**config.mk**
```make
export PLATFORM = sky130hd
export DESIGN_NAME = count_seq_ctrl_flat
export DESIGN_NICKNAME = d
export VERILOG_FILES = /design/src/rtl/count_seq_pkg.sv /design/src/rtl/count_seq_ctrl_if.sv /design/src/rtl/rr_arbiter2.sv /design/src/rtl/count_seq_ctrl.sv /design/src/flat_wrapper.sv
export SDC_FILE = /design/constraint.sdc
export NUM_CORES = 1
export LEC_CHECK = 0
export CORE_UTILIZATION = 50
export CTS_CLUSTER_DIAMETER = 40
export DETAILED_ROUTE_END_ITERATION = 8
export PLACE_DENSITY = 0.86
export SLEW_MARGIN = 20
export SYNTH_ARGS = -nofsm -noshare
export SYNTH_HDL_FRONTEND = slang
export SYNTH_HIERARCHICAL = 1
export SYNTH_SLANG_ARGS = --single-unit
```
**constraint.sdc**
```tcl
create_clock -name clk -period 4.2 [get_ports clk]
set_input_delay 0.42 -clock clk [delete_from_list [all_inputs] [get_ports clk]]
set_output_delay 0.42 -clock clk [all_outputs]
set_load 0.03 [all_outputs]
```
**src/rtl/count_seq_pkg.sv**
```systemverilog
// Shared command and controller-state encodings for the up/down counter
// and the controller that sequences it.
package count_seq_pkg;

    typedef enum logic [1:0] {
        CMD_CLEAR = 2'b00,
        CMD_UP    = 2'b01,
        CMD_DOWN  = 2'b10,
        CMD_HOLD  = 2'b11
    } cmd_t;

    typedef enum logic [2:0] {
        INIT  = 3'd0,
        IDLE  = 3'd1,
        MOVE  = 3'd2,
        DWELL = 3'd3,
        CLEAR = 3'd4,
        DONE  = 3'd5
    } ctrl_state_t;

    localparam int NUM_REQ = 2;

endpackage

```
**src/rtl/count_seq_ctrl_if.sv**
```systemverilog
// Request/accept/completion bundle between the two requesters (master)
// and the counter sequencing controller (slave).
interface count_seq_ctrl_if #(
    parameter int CNT_W = 4
);
    logic [1:0]         req_valid;
    logic [1:0]         req_clear;
    logic [2*CNT_W-1:0] req_target;
    logic [1:0]         req_ready;
    logic [1:0]         done;
    logic [CNT_W-1:0]   done_pos;

    modport master (
        output req_valid, req_clear, req_target,
        input  req_ready, done, done_pos
    );

    modport slave (
        input  req_valid, req_clear, req_target,
        output req_ready, done, done_pos
    );
endinterface

```
**src/rtl/rr_arbiter2.sv**
```systemverilog
// Combinational two-way round-robin grant; the pointer lives in the caller.
module rr_arbiter2 (
    input  logic [1:0] req_valid,
    input  logic       last_grant,
    output logic [1:0] grant
);
    always_comb begin
        grant = req_valid;
        // Contention favours whichever requester was not served last.
        if (req_valid == 2'b11) begin
            grant = last_grant ? 2'b01 : 2'b10;
        end
    end
endmodule

```
**src/rtl/count_seq_ctrl.sv**
```systemverilog
// Steps an external up/down counter to requested targets by the shortest
// wrap-around path, tracking its value in a shadow register.
module count_seq_ctrl
    import count_seq_pkg::*;
#(
    parameter int CNT_W        = 4,
    parameter int DWELL_CYCLES = 0
) (
    input  logic              clk,
    input  logic              reset,
    count_seq_ctrl_if.slave   bus,
    output logic [1:0]        up_down,
    output logic [CNT_W-1:0]  pos,
    output logic              busy
);
    localparam logic [CNT_W-1:0] HALF       = CNT_W'(1) << (CNT_W - 1);
    localparam logic [3:0]       DWELL_LOAD = 4'(DWELL_CYCLES > 0 ? DWELL_CYCLES - 1 : 0);

    ctrl_state_t      state_reg;
    logic [CNT_W-1:0] pos_reg;
    logic [CNT_W-1:0] target_reg;
    logic             owner_reg;
    logic             last_grant_reg;
    logic [3:0]       dwell_cnt_reg;

    logic [1:0]       grant;
    logic             grant_idx;
    logic [CNT_W-1:0] tgt_arr [2];
    logic [CNT_W-1:0] diff;
    logic             step_up;
    logic             at_target;
    cmd_t             cmd;

    rr_arbiter2 u_arb (
        .req_valid  (bus.req_valid),
        .last_grant (last_grant_reg),
        .grant      (grant)
    );

    assign grant_idx = grant[1];
    assign diff      = target_reg - pos_reg;
    assign at_target = (pos_reg == target_reg);
    // Distance of exactly half the ring resolves upward.
    assign step_up   = (diff <= HALF);

    genvar gi;
    generate
        for (gi = 0; gi < 2; gi++) begin : g_req
            assign tgt_arr[gi]       = bus.req_target[gi*CNT_W +: CNT_W];
            assign bus.req_ready[gi] = (state_reg == IDLE) && grant[gi];
            assign bus.done[gi]      = (state_reg == DONE) && (owner_reg == 1'(gi));
        end
    endgenerate

    always_ff @(posedge clk or posedge reset) begin
        if (reset) begin
            state_reg      <= INIT;
            pos_reg        <= '0;
            target_reg     <= '0;
            owner_reg      <= 1'b0;
            last_grant_reg <= 1'b1;
            dwell_cnt_reg  <= '0;
        end else begin
            case (state_reg)
                INIT: begin
                    pos_reg   <= '0;
                    state_reg <= IDLE;
                end
                IDLE: begin
                    if (|grant) begin
                        target_reg     <= tgt_arr[grant_idx];
                        owner_reg      <= grant_idx;
                        last_grant_reg <= grant_idx;
                        state_reg      <= bus.req_clear[grant_idx] ? CLEAR : MOVE;
                    end
                end
                MOVE: begin
                    if (!at_target) begin
                        pos_reg <= step_up ? pos_reg + CNT_W'(1) : pos_reg - CNT_W'(1);
                    end else if (DWELL_CYCLES == 0) begin
                        state_reg <= DONE;
                    end else begin
                        dwell_cnt_reg <= DWELL_LOAD;
                        state_reg     <= DWELL;
                    end
                end
                DWELL: begin
                    if (dwell_cnt_reg == 4'd0) begin
                        state_reg <= DONE;
                    end else begin
                        dwell_cnt_reg <= dwell_cnt_reg - 4'd1;
                    end
                end
                CLEAR: begin
                    pos_reg   <= '0;
                    state_reg <= DONE;
                end
                DONE: begin
                    state_reg <= IDLE;
                end
                default: begin
                    state_reg <= INIT;
                end
            endcase
        end
    end

    always_comb begin
        cmd = CMD_HOLD;
        case (state_reg)
            INIT, CLEAR: cmd = CMD_CLEAR;
            MOVE: begin
                if (!at_target) begin
                    cmd = step_up ? CMD_UP : CMD_DOWN;
                end
            end
            default: cmd = CMD_HOLD;
        endcase
    end

    assign up_down      = cmd;
    assign pos          = pos_reg;
    assign busy         = (state_reg != IDLE);
    assign bus.done_pos = pos_reg;

endmodule

```
**src/flat_wrapper.sv**
```systemverilog
// flat-port wrapper written by rule: the top's interface ports become plain ports
module count_seq_ctrl_flat import count_seq_pkg::*;
#(
    parameter int CNT_W        = 4,
    parameter int DWELL_CYCLES = 0
)
  (clk, reset, up_down, pos, busy, bus_req_valid, bus_req_clear, bus_req_target, bus_req_ready, bus_done, bus_done_pos);
  count_seq_ctrl_if #(.CNT_W(CNT_W)) bus_i ();
  input  logic clk;
  input  logic reset;
  output logic [1:0] up_down;
  output logic [CNT_W-1:0] pos;
  output logic busy;
  input wire logic [$bits(bus_i.req_valid)-1:0] bus_req_valid;
  input wire logic [$bits(bus_i.req_clear)-1:0] bus_req_clear;
  input wire logic [$bits(bus_i.req_target)-1:0] bus_req_target;
  output wire logic [$bits(bus_i.req_ready)-1:0] bus_req_ready;
  output wire logic [$bits(bus_i.done)-1:0] bus_done;
  output wire logic [$bits(bus_i.done_pos)-1:0] bus_done_pos;
  assign bus_i.req_valid = bus_req_valid;
  assign bus_i.req_clear = bus_req_clear;
  assign bus_i.req_target = bus_req_target;
  assign bus_req_ready = bus_i.req_ready;
  assign bus_done = bus_i.done;
  assign bus_done_pos = bus_i.done_pos;
  count_seq_ctrl #(.CNT_W(CNT_W), .DWELL_CYCLES(DWELL_CYCLES)) u_core (.clk(clk), .reset(reset), .bus(bus_i), .up_down(up_down), .pos(pos), .busy(busy));
endmodule
```
# Word level (Yosys, flattened, before mapping)
# Index checks and enable logic that the tools add are counted.
# totals
memories	0
rom_bits	0
output_inout_bits	15
wordCells	60
ff_bits	17
mem_bits_rw	0
input_bits	14
latchBits	0
# op_classes
reduce_logical	14
n_addsub	4
muxes	18
multipliers	0
eq_ne	12
n_div	0
shift	0
magnitude_cmp	3
bitwise	3
# op_table
op	n
4-bit 2-to-1 mux	5
3-bit one-hot mux with 5 select lines	1
3-bit 2-to-1 mux	4
2-bit 2-to-1 mux	4
4-bit one-hot mux with 2 select lines	1
4-bit by 1-bit subtractor with 4-bit output, second input constant	2
3-bit by 2-bit == test with 1-bit output, second input constant	2
3-bit == test, second input constant	2
2-bit AND reduction	3
2-bit OR reduction	3
4-bit by 1-bit adder with 4-bit output, second input constant	1
4-bit == test	1
4-bit <= comparator, second input constant	1
1-bit logical AND	4
4-bit logical NOT	1
2-bit by 1-bit inequality test with 1-bit output, second input constant	2
2-bit inequality test, second input constant	2
2-bit one-hot mux with 2 select lines	1
4-bit subtractor	1
3-bit by 1-bit == test with 1-bit output, second input constant	1
3-bit logical NOT	1
3-bit by 1-bit inequality test with 1-bit output, second input constant	1
3-bit AND reduction	1
2-bit == test, second input constant	1
6 further kinds	8

# Logic depth before layout (Yosys ltp)
# logic_depth
depth_word	7
mapped_depth	10
ltp_nobuf	10

# By module
# Netlist, hierarchy kept.
# modules_own_cells
mod	seq_area_each_um2	n_inst	cells_per_inst	area_each_um2
count_seq_ctrl	426.7	1	121	1132.3
rr_arbiter2	0.0	1	3	18.8

# Least setup slack after synthesis
# OpenSTA, ideal clock, no wires.
# synth_path
path_type	flip-flop to flip-flop
from	reg u_core.pos_reg[1] (netlist: u_core/bus.done_pos[1])
to	reg u_core.pos_reg[3] (netlist: u_core/bus.done_pos[3])
stages_incl_launch_ff	11
required_ps	4118
t_arrival_ps	2443
path_slack_ps	1674
n_path_buf	0
period_less_slack_ps	2526
setup_ps	82
cell_sequence	dfrtp_1 -> inv_1 -> ha_1 -> nand2b_1 -> xnor2_1 -> a211oi_4 -> ha_1 -> a31oi_1 -> nor2_1 -> mux2i_1 -> mux2i_1
# synth_between
elab_chain_len	5
elab_cells_between_ends	10
classes_between	3 x add/sub; 1 x order compare; 2 x eq/ne; 3 x mux; 1 x reduce/logical
# synth_lines
element	line_no	source
start, declared	count_seq_ctrl.sv:20	logic [CNT_W-1:0] pos_reg;
start signal, assigned	count_seq_ctrl.sv:79	pos_reg <= step_up ? pos_reg + CNT_W'(1) : pos_reg - CNT_W'(1);
4-bit subtractor	count_seq_ctrl.sv:41	assign diff = target_reg - pos_reg;
4-bit <= comparator	count_seq_ctrl.sv:44	assign step_up = (diff <= HALF);
4-bit 2-to-1 mux	count_seq_ctrl.sv:79	
4-bit 2-to-1 mux	count_seq_ctrl.sv:78	if (!at_target) begin
4-bit one-hot mux with 2 select lines	count_seq_ctrl.sv:64	case (state_reg)
# Several ways; a longest one is shown, not always the timed one. The select of a mux whose other input is x is not followed.
# A chain may end at the register's enable or synchronous reset.

# Final worst setup path
# layout_path
from	reg u_core.pos_reg[1] (netlist: u_core/bus.done_pos[1])
to	out up_down[0]
# layout_between
elab_chain_len	5
elab_cells_between_ends	6
classes_between	1 x add/sub; 1 x order compare; 1 x eq/ne; 3 x mux
# layout_lines
element	line_no	source
4-bit subtractor	count_seq_ctrl.sv:41	
4-bit <= comparator	count_seq_ctrl.sv:44	
2-bit 2-to-1 mux	count_seq_ctrl.sv:114	cmd = step_up ? CMD_UP : CMD_DOWN;
2-bit 2-to-1 mux *	count_seq_ctrl.sv:113	if (!at_target) begin
2-bit one-hot mux with 2 select lines *	count_seq_ctrl.sv:110	case (state_reg)
end, declared	flat_wrapper.sv:11	output logic [1:0] up_down;
# Every way passes the cells marked *; elsewhere a longest branch is shown, timed or not.

==> metrics.txt <==
kind of critical path=flop to output pin; Worst EP arrival=2.68 ns; PortBufs=28; Total Power=989 µW; Netlist cell types=41; reg2reg end=u_core/bus.done_pos[3]; Final Skew=0.00481 ns; Post-synth EDFFs=0; Pleak=0.000641 µW; CP top delay family=buffers and inverters; # fillers=184; Post-CTS Hold Buffers=0; max-slew violation count=0; setup bufs post-CTS=0; DRC violations left=0; r2r setup slk=1.63 ns; Peak VDD IR=0.450 mV; Wirelength per Cell=13.1 µm; Die Height=50.0 µm; register area share after synthesis=37.1%; final setup vio count=0; Worst EP required=3.78 ns; initial antenna violation count=0; Mapped Nets=144; Ys Warns=6; Synth async-reset ratio=100%; Crit Path Max Fanout=6; GRT Util Overall=21.7%; total number of vias=977; Critical Path Source Type=flop; area grow syn2layout=25.7%; register bit count reported by yosys=17; Max Freq=323 MHz; Top FF cell, synth=dfrtp_1; CP Capture Type=output pin; R2R depth=10; slowest stage delay, CP=0.58 ns; # diodes=0; DRT Pass-1 Iters=4; max-cap violation count=0; TritonCTS Sinks=17; Starting Density=52.5%; fin crit share=73.8%; worst r2r src=u_core/bus.done_pos[1]; Post-DP HPWL=1780 µm; CTS resizes=0; Final TNS setup=0 ns; final worst hold slack=0.496 ns; CTS buffer count=3; FP Rows=17; GP Congestion=0.899; grt ovf=0; total core area=2190 µm²; total I/O pin count=29; pin count of the biggest net entering global routing=18; status=finished, final reports clean; Clock Path Buffers=2; mapped cell area=1150 µm²; Hold Path Class=input port to asynchronous set/reset pin; CTS root buffer=clkbuf_4; Power Density=683 nW/µm²; number of global-route vias before repair=878; CTS tree=done; Total Wirelength=2320 µm; max_slew headroom=56.7%; Worst-Margin Slew=0.649 ns; cells along the critical path=inv_1 > ha_1 > nand2b_1 > xnor2_1 > a211oi_4 > nand2_1 > a21o_1 > clkdlybuf4s50_1; Synth Instances=124; most common cell after layout, fill and taps aside=clkdlybuf4s50_1; RSZ-0062 raised after global routing=no; fraction of layout cells with a size suffix above 1=8.72%; first-pass GRT wire length=3970 µm; htree depth=1; sum of buffers and inverters on the critical path=2; fin nets=170; CTS clk-pin slew, worst paths=0.10 ns; post-route ant nets=0; starting DRC count in detailed routing=13; Tmin final=3.10 ns; most frequent cells in the layout=clkdlybuf4s50_1 (28), dfrtp_1 (16), nor2_1 (10), inv_1 (10), a21oi_1 (7); Skew-Pair Late Insertion Delay=0.30 ns; Critical Path Slowest Stage Cell=clkdlybuf4s50_1; die area=2500 µm²; final hold violation count=0; Post-Syn Area per Cell=9.28 µm²; DR vias/cell=5.52; die width=50.0 µm
[cell usage after synthesis, drive strengths merged, types with 3 or more instances]
library cell / count / share of area [%]
a21o: 3 / 2.0
a21oi: 7 / 3.0
buf: 7 / 4.5
dfrtp: 16 / 35
ha: 6 / 6.5
inv: 11 / 3.6
mux2i: 6 / 5.2
nand2: 6 / 2.0
nand2b: 5 / 2.7
nor2: 12 / 4.3
nor3: 4 / 2.2
o21a: 3 / 2.0
o21ai: 6 / 2.6
xnor2: 4 / 3.0
xor2: 3 / 2.3
[cells by family after synthesis]
family          after synthesis  synth area share, %
xor+xnor                      7                 5.33
compound gates               30                 19.0
mux                           6                 5.22
simple gates                 39                 18.5
flops                        17                 37.1
buf+inv                      19                 8.37
fa+ha+maj                     6                 6.52
[worst register-to-register path, stage by stage (launching register included)]
cell and delay, ns:
dfrtp_1 0.44, inv_1 0.13, ha_1 0.23, nand2b_1 0.15, xnor2_1 0.20, a211oi_4 0.38, ha_1 0.34, a31oi_1 0.18
nor2_1 0.05, mux2i_1 0.19, mux2i_1 0.22
[per-layer routing]
layer / vias to the layer above / share of wire (%) / GRT usage, %
li1: 484 / - / -
met1: 454 / 46 / 28.0
met2: 34 / 48 / 34.2
met3: 5 / 4.2 / 3.70
met4: 0 / 1.9 / 11.4
met5: - / 0 / 0
[how the worst max path moves through the flow]
stage | from | end | slack, ns | depth (start not counted)
5_1_grt | u_core/bus.done_pos[1] | up_down[1] | 0.88 | 8
6_report | u_core/bus.done_pos[1] | up_down[0] | 1.10 | 8
3_3_place_gp | u_core/bus.done_pos[1] | up_down[0] | 1.46 | 8
3_5_place_dp | u_core/bus.done_pos[1] | up_down[0] | 1.41 | 8
2_1_floorplan | u_core/bus.done_pos[1] | u_core/bus.done_pos[3] | 1.67 | 10
4_1_cts | u_core/bus.done_pos[1] | up_down[0] | 1.07 | 8
[layout make-up]
type | count | area [µm²] | share of cell area (%)
Multi-Input combinational cell | 88 | 628 | 43.4
Tap cell | 28 | 35.0 | 2.42
Sequential cell | 17 | 427 | 29.5
Clock buffer | 3 | 22.5 | 1.56
Clock inverter | 1 | 5.00 | 0.346
Inverter | 11 | 41.3 | 2.85
Timing Repair Buffer | 29 | 288 | 19.9
[stage by stage]
stage	area [µm²]	util (%)	std cells	setup WS (ns)
2_1_floorplan	1150	-	124	1.67
3_3_place_gp	1420	64.8	173	1.46
3_5_place_dp	1420	64.8	173	1.41
4_1_cts	1450	66.0	177	1.07
5_1_grt	1450	66.0	177	0.879
6_report	1450	66.0	177	1.10
[report_power, final]
group	switching, µW	total [µW]	leakage [µW]	internal, µW
Clock	54.1	89.6	0.0000177	35.5
Combinational	349	615	0.000410	267
Sequential	66.4	284	0.000213	217
Power figures use the tool's default switching activity.
